`config.mk`:
```
export PLATFORM = sky130hd
export DESIGN_NAME = i2c_target_regs
export DESIGN_NICKNAME = d
export VERILOG_FILES = /design/src/rtl/i2c_target_regs.sv
export SDC_FILE = /design/constraint.sdc
export NUM_CORES = 1
export LEC_CHECK = 0
export CORE_UTILIZATION = 35
export CTS_CLUSTER_DIAMETER = 50
export CTS_CLUSTER_SIZE = 28
export DETAILED_ROUTE_END_ITERATION = 12
export SETUP_SLACK_MARGIN = 0.5
export SLEW_MARGIN = 40
export SYNTH_ARGS = -nofsm -noshare
export SYNTH_HDL_FRONTEND = slang
export SYNTH_SLANG_ARGS = --single-unit
```
`constraint.sdc`:
```
create_clock -name clk -period 2.1 [get_ports clk]
set_input_delay 0.525 -clock clk [delete_from_list [all_inputs] [get_ports clk]]
set_output_delay 0.525 -clock clk [all_outputs]
set_load 0.05 [all_outputs]
```
`src/rtl/i2c_target_regs.sv`:
```
// i2c_target_regs: I2C target that maps bus transfers onto a simple
// register pointer interface (reg_addr / reg_wdata / reg_we / reg_re / reg_rdata).
// Optional SCL/SDA glitch filter: define I2C_TARGET_FILTER_EN.
`timescale 1ns/1ps
module i2c_target_regs #(
  parameter logic [6:0] ADDRESS    = 7'h50,
  parameter int         FILTER_LEN = 3
) (
  input  logic       clk,
  input  logic       rst_n,
  input  logic       scl_i,
  input  logic       sda_i,
  output logic       sda_o,
  output logic       sda_t,
  output logic [7:0] reg_addr,
  output logic [7:0] reg_wdata,
  output logic       reg_we,
  output logic       reg_re,
  input  logic [7:0] reg_rdata,
  output logic       busy
);

  typedef enum logic [3:0] {
    IDLE, ADDR, ADDR_ACK, PTR, PTR_ACK, WDATA, WDATA_ACK, RDATA, RDATA_ACK, IGNORE
  } state_t;

  state_t     state;
  logic       scl_s1, scl_s2, sda_s1, sda_s2;
  logic       scl_f, sda_f;
  logic       scl_q, sda_q;
  logic       lines_ok;
  logic       scl_rise, scl_fall, start_det, stop_det;
  logic [3:0] bit_cnt;
  logic [7:0] shift_reg;
  logic [7:0] tx_reg;
  logic       rw;

  assign sda_o = 1'b0;

  // A filter length below one would never accept a level change
  if (FILTER_LEN < 1) begin : g_bad_filter_len
    $error("FILTER_LEN must be at least 1");
  end

  // Two-flop synchronizers for the asynchronous bus lines, idle-high at reset
  always_ff @(posedge clk or negedge rst_n) begin
    if (!rst_n) begin
      scl_s1 <= 1'b1;
      scl_s2 <= 1'b1;
      sda_s1 <= 1'b1;
      sda_s2 <= 1'b1;
    end else begin
      scl_s1 <= scl_i;
      scl_s2 <= scl_s1;
      sda_s1 <= sda_i;
      sda_s2 <= sda_s1;
    end
  end

`ifdef I2C_TARGET_FILTER_EN
  localparam int CW = $clog2(FILTER_LEN + 1);
  logic [CW-1:0] scl_cnt, sda_cnt;

  // Accept a new line level only after FILTER_LEN consecutive differing samples
  always_ff @(posedge clk or negedge rst_n) begin
    if (!rst_n) begin
      scl_f   <= 1'b1;
      sda_f   <= 1'b1;
      scl_cnt <= '0;
      sda_cnt <= '0;
    end else begin
      if (scl_s2 == scl_f) begin
        scl_cnt <= '0;
      end else if (scl_cnt == CW'(FILTER_LEN - 1)) begin
        scl_f   <= scl_s2;
        scl_cnt <= '0;
      end else begin
        scl_cnt <= scl_cnt + CW'(1);
      end
      if (sda_s2 == sda_f) begin
        sda_cnt <= '0;
      end else if (sda_cnt == CW'(FILTER_LEN - 1)) begin
        sda_f   <= sda_s2;
        sda_cnt <= '0;
      end else begin
        sda_cnt <= sda_cnt + CW'(1);
      end
    end
  end
`else
  assign scl_f = scl_s2;
  assign sda_f = sda_s2;
`endif

  // Previous line levels for edge detection; lines_ok blocks the bogus edges
  // seen while the pipeline refills after reset, so only a fresh START counts
  always_ff @(posedge clk or negedge rst_n) begin
    if (!rst_n) begin
      scl_q    <= 1'b1;
      sda_q    <= 1'b1;
      lines_ok <= 1'b0;
    end else begin
      scl_q <= scl_f;
      sda_q <= sda_f;
      if (scl_s1 == scl_s2 && sda_s1 == sda_s2 && scl_f == scl_s2 &&
          sda_f == sda_s2 && scl_q == scl_f && sda_q == sda_f)
        lines_ok <= 1'b1;
    end
  end

  assign scl_rise  = lines_ok &  scl_f & ~scl_q;
  assign scl_fall  = lines_ok & ~scl_f &  scl_q;
  assign start_det = lines_ok &  scl_f &  scl_q &  sda_q & ~sda_f;
  assign stop_det  = lines_ok &  scl_f &  scl_q & ~sda_q &  sda_f;

  // Protocol engine: byte framing, ACK/data driving on SDA and register strobes
  always_ff @(posedge clk or negedge rst_n) begin
    if (!rst_n) begin
      state     <= IDLE;
      sda_t     <= 1'b1;
      reg_we    <= 1'b0;
      reg_re    <= 1'b0;
      busy      <= 1'b0;
      reg_addr  <= 8'h00;
      reg_wdata <= 8'h00;
      bit_cnt   <= 4'd0;
      shift_reg <= 8'h00;
      tx_reg    <= 8'h00;
      rw        <= 1'b0;
    end else begin
      reg_we <= 1'b0;
      reg_re <= 1'b0;
      if (reg_we)
        reg_addr <= reg_addr + 8'd1;
      if (reg_re) begin
        tx_reg <= {reg_rdata[6:0], 1'b0};
        sda_t  <= reg_rdata[7];
      end
      case (state)
        IDLE: begin
        end
        ADDR, PTR, WDATA: begin
          if (scl_rise) begin
            shift_reg <= {shift_reg[6:0], sda_f};
            bit_cnt   <= bit_cnt + 4'd1;
          end else if (scl_fall && bit_cnt == 4'd8) begin
            bit_cnt <= 4'd0;
            if (state == ADDR) begin
              if (shift_reg[7:1] == ADDRESS) begin
                rw    <= shift_reg[0];
                busy  <= 1'b1;
                sda_t <= 1'b0;
                state <= ADDR_ACK;
              end else begin
                sda_t <= 1'b1;
                state <= IGNORE;
              end
            end else if (state == PTR) begin
              reg_addr <= shift_reg;
              sda_t    <= 1'b0;
              state    <= PTR_ACK;
            end else begin
              reg_wdata <= shift_reg;
              reg_we    <= 1'b1;
              sda_t     <= 1'b0;
              state     <= WDATA_ACK;
            end
          end
        end
        ADDR_ACK: begin
          if (scl_fall) begin
            bit_cnt <= 4'd0;
            sda_t   <= 1'b1;
            if (rw) begin
              reg_re <= 1'b1;
              state  <= RDATA;
            end else begin
              state <= PTR;
            end
          end
        end
        PTR_ACK, WDATA_ACK: begin
          if (scl_fall) begin
            bit_cnt <= 4'd0;
            sda_t   <= 1'b1;
            state   <= WDATA;
          end
        end
        RDATA: begin
          if (scl_rise) begin
            bit_cnt <= bit_cnt + 4'd1;
          end else if (scl_fall) begin
            if (bit_cnt == 4'd8) begin
              bit_cnt <= 4'd0;
              sda_t   <= 1'b1;
              state   <= RDATA_ACK;
            end else if (bit_cnt != 4'd0) begin
              sda_t  <= tx_reg[7];
              tx_reg <= {tx_reg[6:0], 1'b0};
            end
          end
        end
        RDATA_ACK: begin
          if (scl_rise) begin
            reg_addr <= reg_addr + 8'd1;
            if (sda_f)
              state <= IGNORE;
            else
              bit_cnt <= 4'd1;
          end else if (scl_fall && bit_cnt == 4'd1) begin
            bit_cnt <= 4'd0;
            reg_re  <= 1'b1;
            state   <= RDATA;
          end
        end
        IGNORE: begin
          sda_t <= 1'b1;
        end
        default: begin
          state <= IDLE;
        end
      endcase
      if (start_det) begin
        state   <= ADDR;
        bit_cnt <= 4'd0;
        sda_t   <= 1'b1;
      end
      if (stop_det) begin
        state   <= IDLE;
        bit_cnt <= 4'd0;
        sda_t   <= 1'b1;
        busy    <= 1'b0;
      end
    end
  end

endmodule
```
==> PnR_summary.wiki <==
{| class="wikitable"
! Metric !! Value
|-
| Cell types occupying the most area after synthesis || sky130_fd_sc_hd__dfrtp_1 42%, sky130_fd_sc_hd__dfstp_2 6.9%, sky130_fd_sc_hd__mux2_2 6.3%
|-
| Area share of the largest cell type after synthesis || 0.423
|-
| Net total in the final layout || roughly 350
|-
| Type of the worst min-delay path || input pin to asynchronous set/reset pin
|-
| Iteration-0 DRC count of the detailed router || roughly 120
|-
| Initial antenna violation count || 0
|-
| Largest net degree at the start of global routing || 21
|-
| Clk_skew || roughly 0.014 ns
|-
| Area overhead of the layout relative to synthesis || 43.7%
|-
| Average detailed-routed wire length per instance || about 17 um
|-
| Residual DRC count || 0
|-
| Die width || just under 90 um
|-
| Pre-antenna DRT Iters || 4
|-
| Number of distinct library cells after synthesis || a little over 50
|-
| Power density over cell area || between 600 and 700 nW/um^2
|-
| Cell family with most CP delay || simple AND/OR/NAND/NOR gates
|-
| Remaining number of nets flagged by the antenna check after routing || 0
|-
| Cell breakdown of the critical path || inv_2, ha_4, nand3b_1, buf_4, or4_1, nor3_2, mux2_4
|-
| H-tree levels || 2
|-
| Average cell area after synthesis || 10.5 um^2
|-
| Via Count || approximately 2.3k
|-
| Static leakage || ~1.8 nW
|-
| Number of enable flip-flop cells after synthesis || 0
|-
| Vias per cell || roughly 5.4
|-
| Required time at the worst-slack endpoint || approximately 2.3 ns
|-
| Setup TNS Final || 0 ns
|-
| First-pass GRT wire length || between 10 and 15 mm
|-
| Cells after Synth || roughly 250
|-
| Dominant cell type by area after synthesis || sky130_fd_sc_hd__dfrtp_1
|-
| Crit path capture type || flip-flop
|-
| Ant. Diodes || 0
|-
| Count of warnings emitted by yosys || 0
|-
| Final hold viol count || 0
|-
| Maximum count of clock buffers along a single path || 2
|-
| Maximum clock frequency || 487 MHz
|-
| Starting density of the core || 0.365
|-
| Die Area || ~8000 um^2
|-
| Cts hold-fix bufs || 0
|-
| Crit share post-route || 0.978
|-
| Clk root buf || sky130_fd_sc_hd__clkbuf_8
|-
| Shortest clock period the worst path allows after layout || ~2 ns
|-
| Result of the run || complete, no violations
|-
| Area of the mapped netlist || around 2700 um^2
|-
| TritonCTS Buffers || 5
|-
| RSZ-0062 raised after global routing || yes
|-
| Slowest stage cell on the critical path || sky130_fd_sc_hd__dfrtp_1
|-
| Placer congestion estimate || 0.851
|-
| Clock net sink count || 52
|-
| Maximum Capacitance Violations || 0
|-
| Clock tree from TritonCTS || built
|-
| Number of fill cells in the layout || 661
|-
| Global-route total usage across every layer || 0.191
|-
| Hold WS || roughly 0.13 ns
|-
| Clock edge transition at the registers on the reported setup and hold paths || approximately 0.10 ns
|-
| Type of the worst setup path || flip-flop to flip-flop
|-
| Startpoint class of the critical path || flip-flop
|-
| Setup-failing EPs final || 0
|-
| WP data arrival || roughly 2.3 ns
|-
| Async S/R FF share, synth || 1.00
|-
| Area inside the core boundary || approximately 7300 um^2
|-
| Count of pins over their slew limit || 0
|-
| Net count after synthesis || 270
|-
| Share of layout cells above drive strength 1 || 0.488
|-
| Port Buf Inserts || 31
|-
| Number of rows created at floorplan || 31
|-
| Total chip power || about 0.0024 W
|-
| IR drop worst, VDD || ~340 uV
|-
| Number of buffer and inverter instances along the worst setup path || 2
|-
| Post-synthesis register bit count || 52
|-
| Highest cell delay on the worst timing path || ~0.42 ns
|-
| Insertion delay to the later sink of the worst-skew pair || 0.32 ns
|-
| Number of top-level pins || 33
|-
| Vertical die dimension || ~89 um
|-
| Number of global-route vias before repair || about 2.3k
|-
| Half-perimeter wire length of the detailed placement result || around 4.6 mm
|-
| Drt total wl || about 7.6 mm
|-
| Congestion Overflow GR || 0
|-
| Worst-path fanout max || 4
|-
| Sequential area share after synthesis || 0.492
|-
| Most instantiated flip-flop cell in the synthesis netlist || sky130_fd_sc_hd__dfrtp_1
|}
## per-stage QoR
step	area, um^2	cells	util	setup slack [ns]
final	3830	433	0.525	0.0452
after global routing	3830	433	0.525	-0.0594
after CTS	3620	422	0.497	0.103
after detailed placement	3240	395	0.444	0.0876
after global placement	3240	395	0.444	0.0762
after floorplan	2710	254	-	0.226
## cell type report
type	instances	area (um^2)	area share
Multi-Input combinational cell	186	1590	0.415
Timing Repair Buffer	80	663	0.173
Sequential cell	52	1320	0.345
Clock buffer	6	82.6	0.0216
Inverter	8	30.0	0.00785
Tap cell	99	124	0.0324
Clock inverter	2	17.5	0.00458
## synth_stat cells (4+ instances only)
master,instances
sky130_fd_sc_hd__dfrtp_1,45
sky130_fd_sc_hd__mux2_2,15
sky130_fd_sc_hd__a21oi_1,7
sky130_fd_sc_hd__mux2i_1,11
sky130_fd_sc_hd__o211ai_1,5
sky130_fd_sc_hd__buf_2,7
sky130_fd_sc_hd__inv_1,8
sky130_fd_sc_hd__nor2_1,12
sky130_fd_sc_hd__xor2_1,5
sky130_fd_sc_hd__and3_1,6
sky130_fd_sc_hd__o21ai_0,21
sky130_fd_sc_hd__nand3_1,9
sky130_fd_sc_hd__nand2_1,27
sky130_fd_sc_hd__ha_1,4
sky130_fd_sc_hd__nand3b_1,4
sky130_fd_sc_hd__nor3_1,6
sky130_fd_sc_hd__nand4_1,5
sky130_fd_sc_hd__dfstp_2,7
## repair_timing
action,4_1_cts,5_1_grt
setup endpoints to repair,56,58
resized for setup,85,75
buffers inserted,16,11
cloned,3,0
pin swaps,17,25
## power by group
part / internal [W] / total [W] / switching [W]
logic: 0.000317 / 0.000661 / 0.000345
clock network: 0.000277 / 0.000653 / 0.000375
registers: 0.00105 / 0.00112 / 0.0000684
total: 0.00165 / 0.00243 / 0.000788
## metal layers
| layer | track usage | up-vias | part of all wire |
|---|---|---|---|
| met5 | 0 | - | 0 |
| met4 | 0.0505 | 0 | 0.013 |
| met3 | 0.0314 | 10 | 0.035 |
| met2 | 0.334 | 75 | 0.50 |
| met1 | 0.245 | 1140 | 0.45 |
| li1 | - | 1104 | - |
## layout by cell type, fill, tap and decap left out, types with 8 or more instances in the layout
master	instances
sky130_fd_sc_hd__nand2_1	15
sky130_fd_sc_hd__clkdlybuf4s50_1	10
sky130_fd_sc_hd__buf_4	43
sky130_fd_sc_hd__nand3_1	9
sky130_fd_sc_hd__buf_2	13
sky130_fd_sc_hd__dfrtp_1	37
sky130_fd_sc_hd__mux2i_1	11
sky130_fd_sc_hd__mux2_4	13
sky130_fd_sc_hd__nand2_2	10
sky130_fd_sc_hd__nor2_1	10
sky130_fd_sc_hd__buf_6	11
sky130_fd_sc_hd__dfrtp_2	8
sky130_fd_sc_hd__o21ai_2	8
## worst paths after layout
kind | endpoint | start | slack, ns | cells past startpoint
max | rw | bit_cnt[1] | 0.05 | 7
min | tx_reg[0] | rst_n | 0.13 | 1
max reg2reg | rw | bit_cnt[1] | 0.05 | 7
min reg2reg | sda_f | sda_s1 | 0.37 | 0
max in group asynchronous | state[3] | rst_n | 1.33 | 2
min in group clk | sda_f | sda_s1 | 0.37 | 0
## cells by family after synthesis
family | after synthesis | synth area share
AO/OA/AOI/OAI | 58 | 0.145
XOR/XNOR | 5 | 0.0164
adder cells (fa/ha/maj) | 4 | 0.0188
buffers and inverters | 17 | 0.0287
flip-flops | 52 | 0.492
multiplexers | 26 | 0.105
other | 1 | 0.00141
AND/OR/NAND/NOR | 91 | 0.193
No activity file was read; power rests on OpenSTA's default activity.
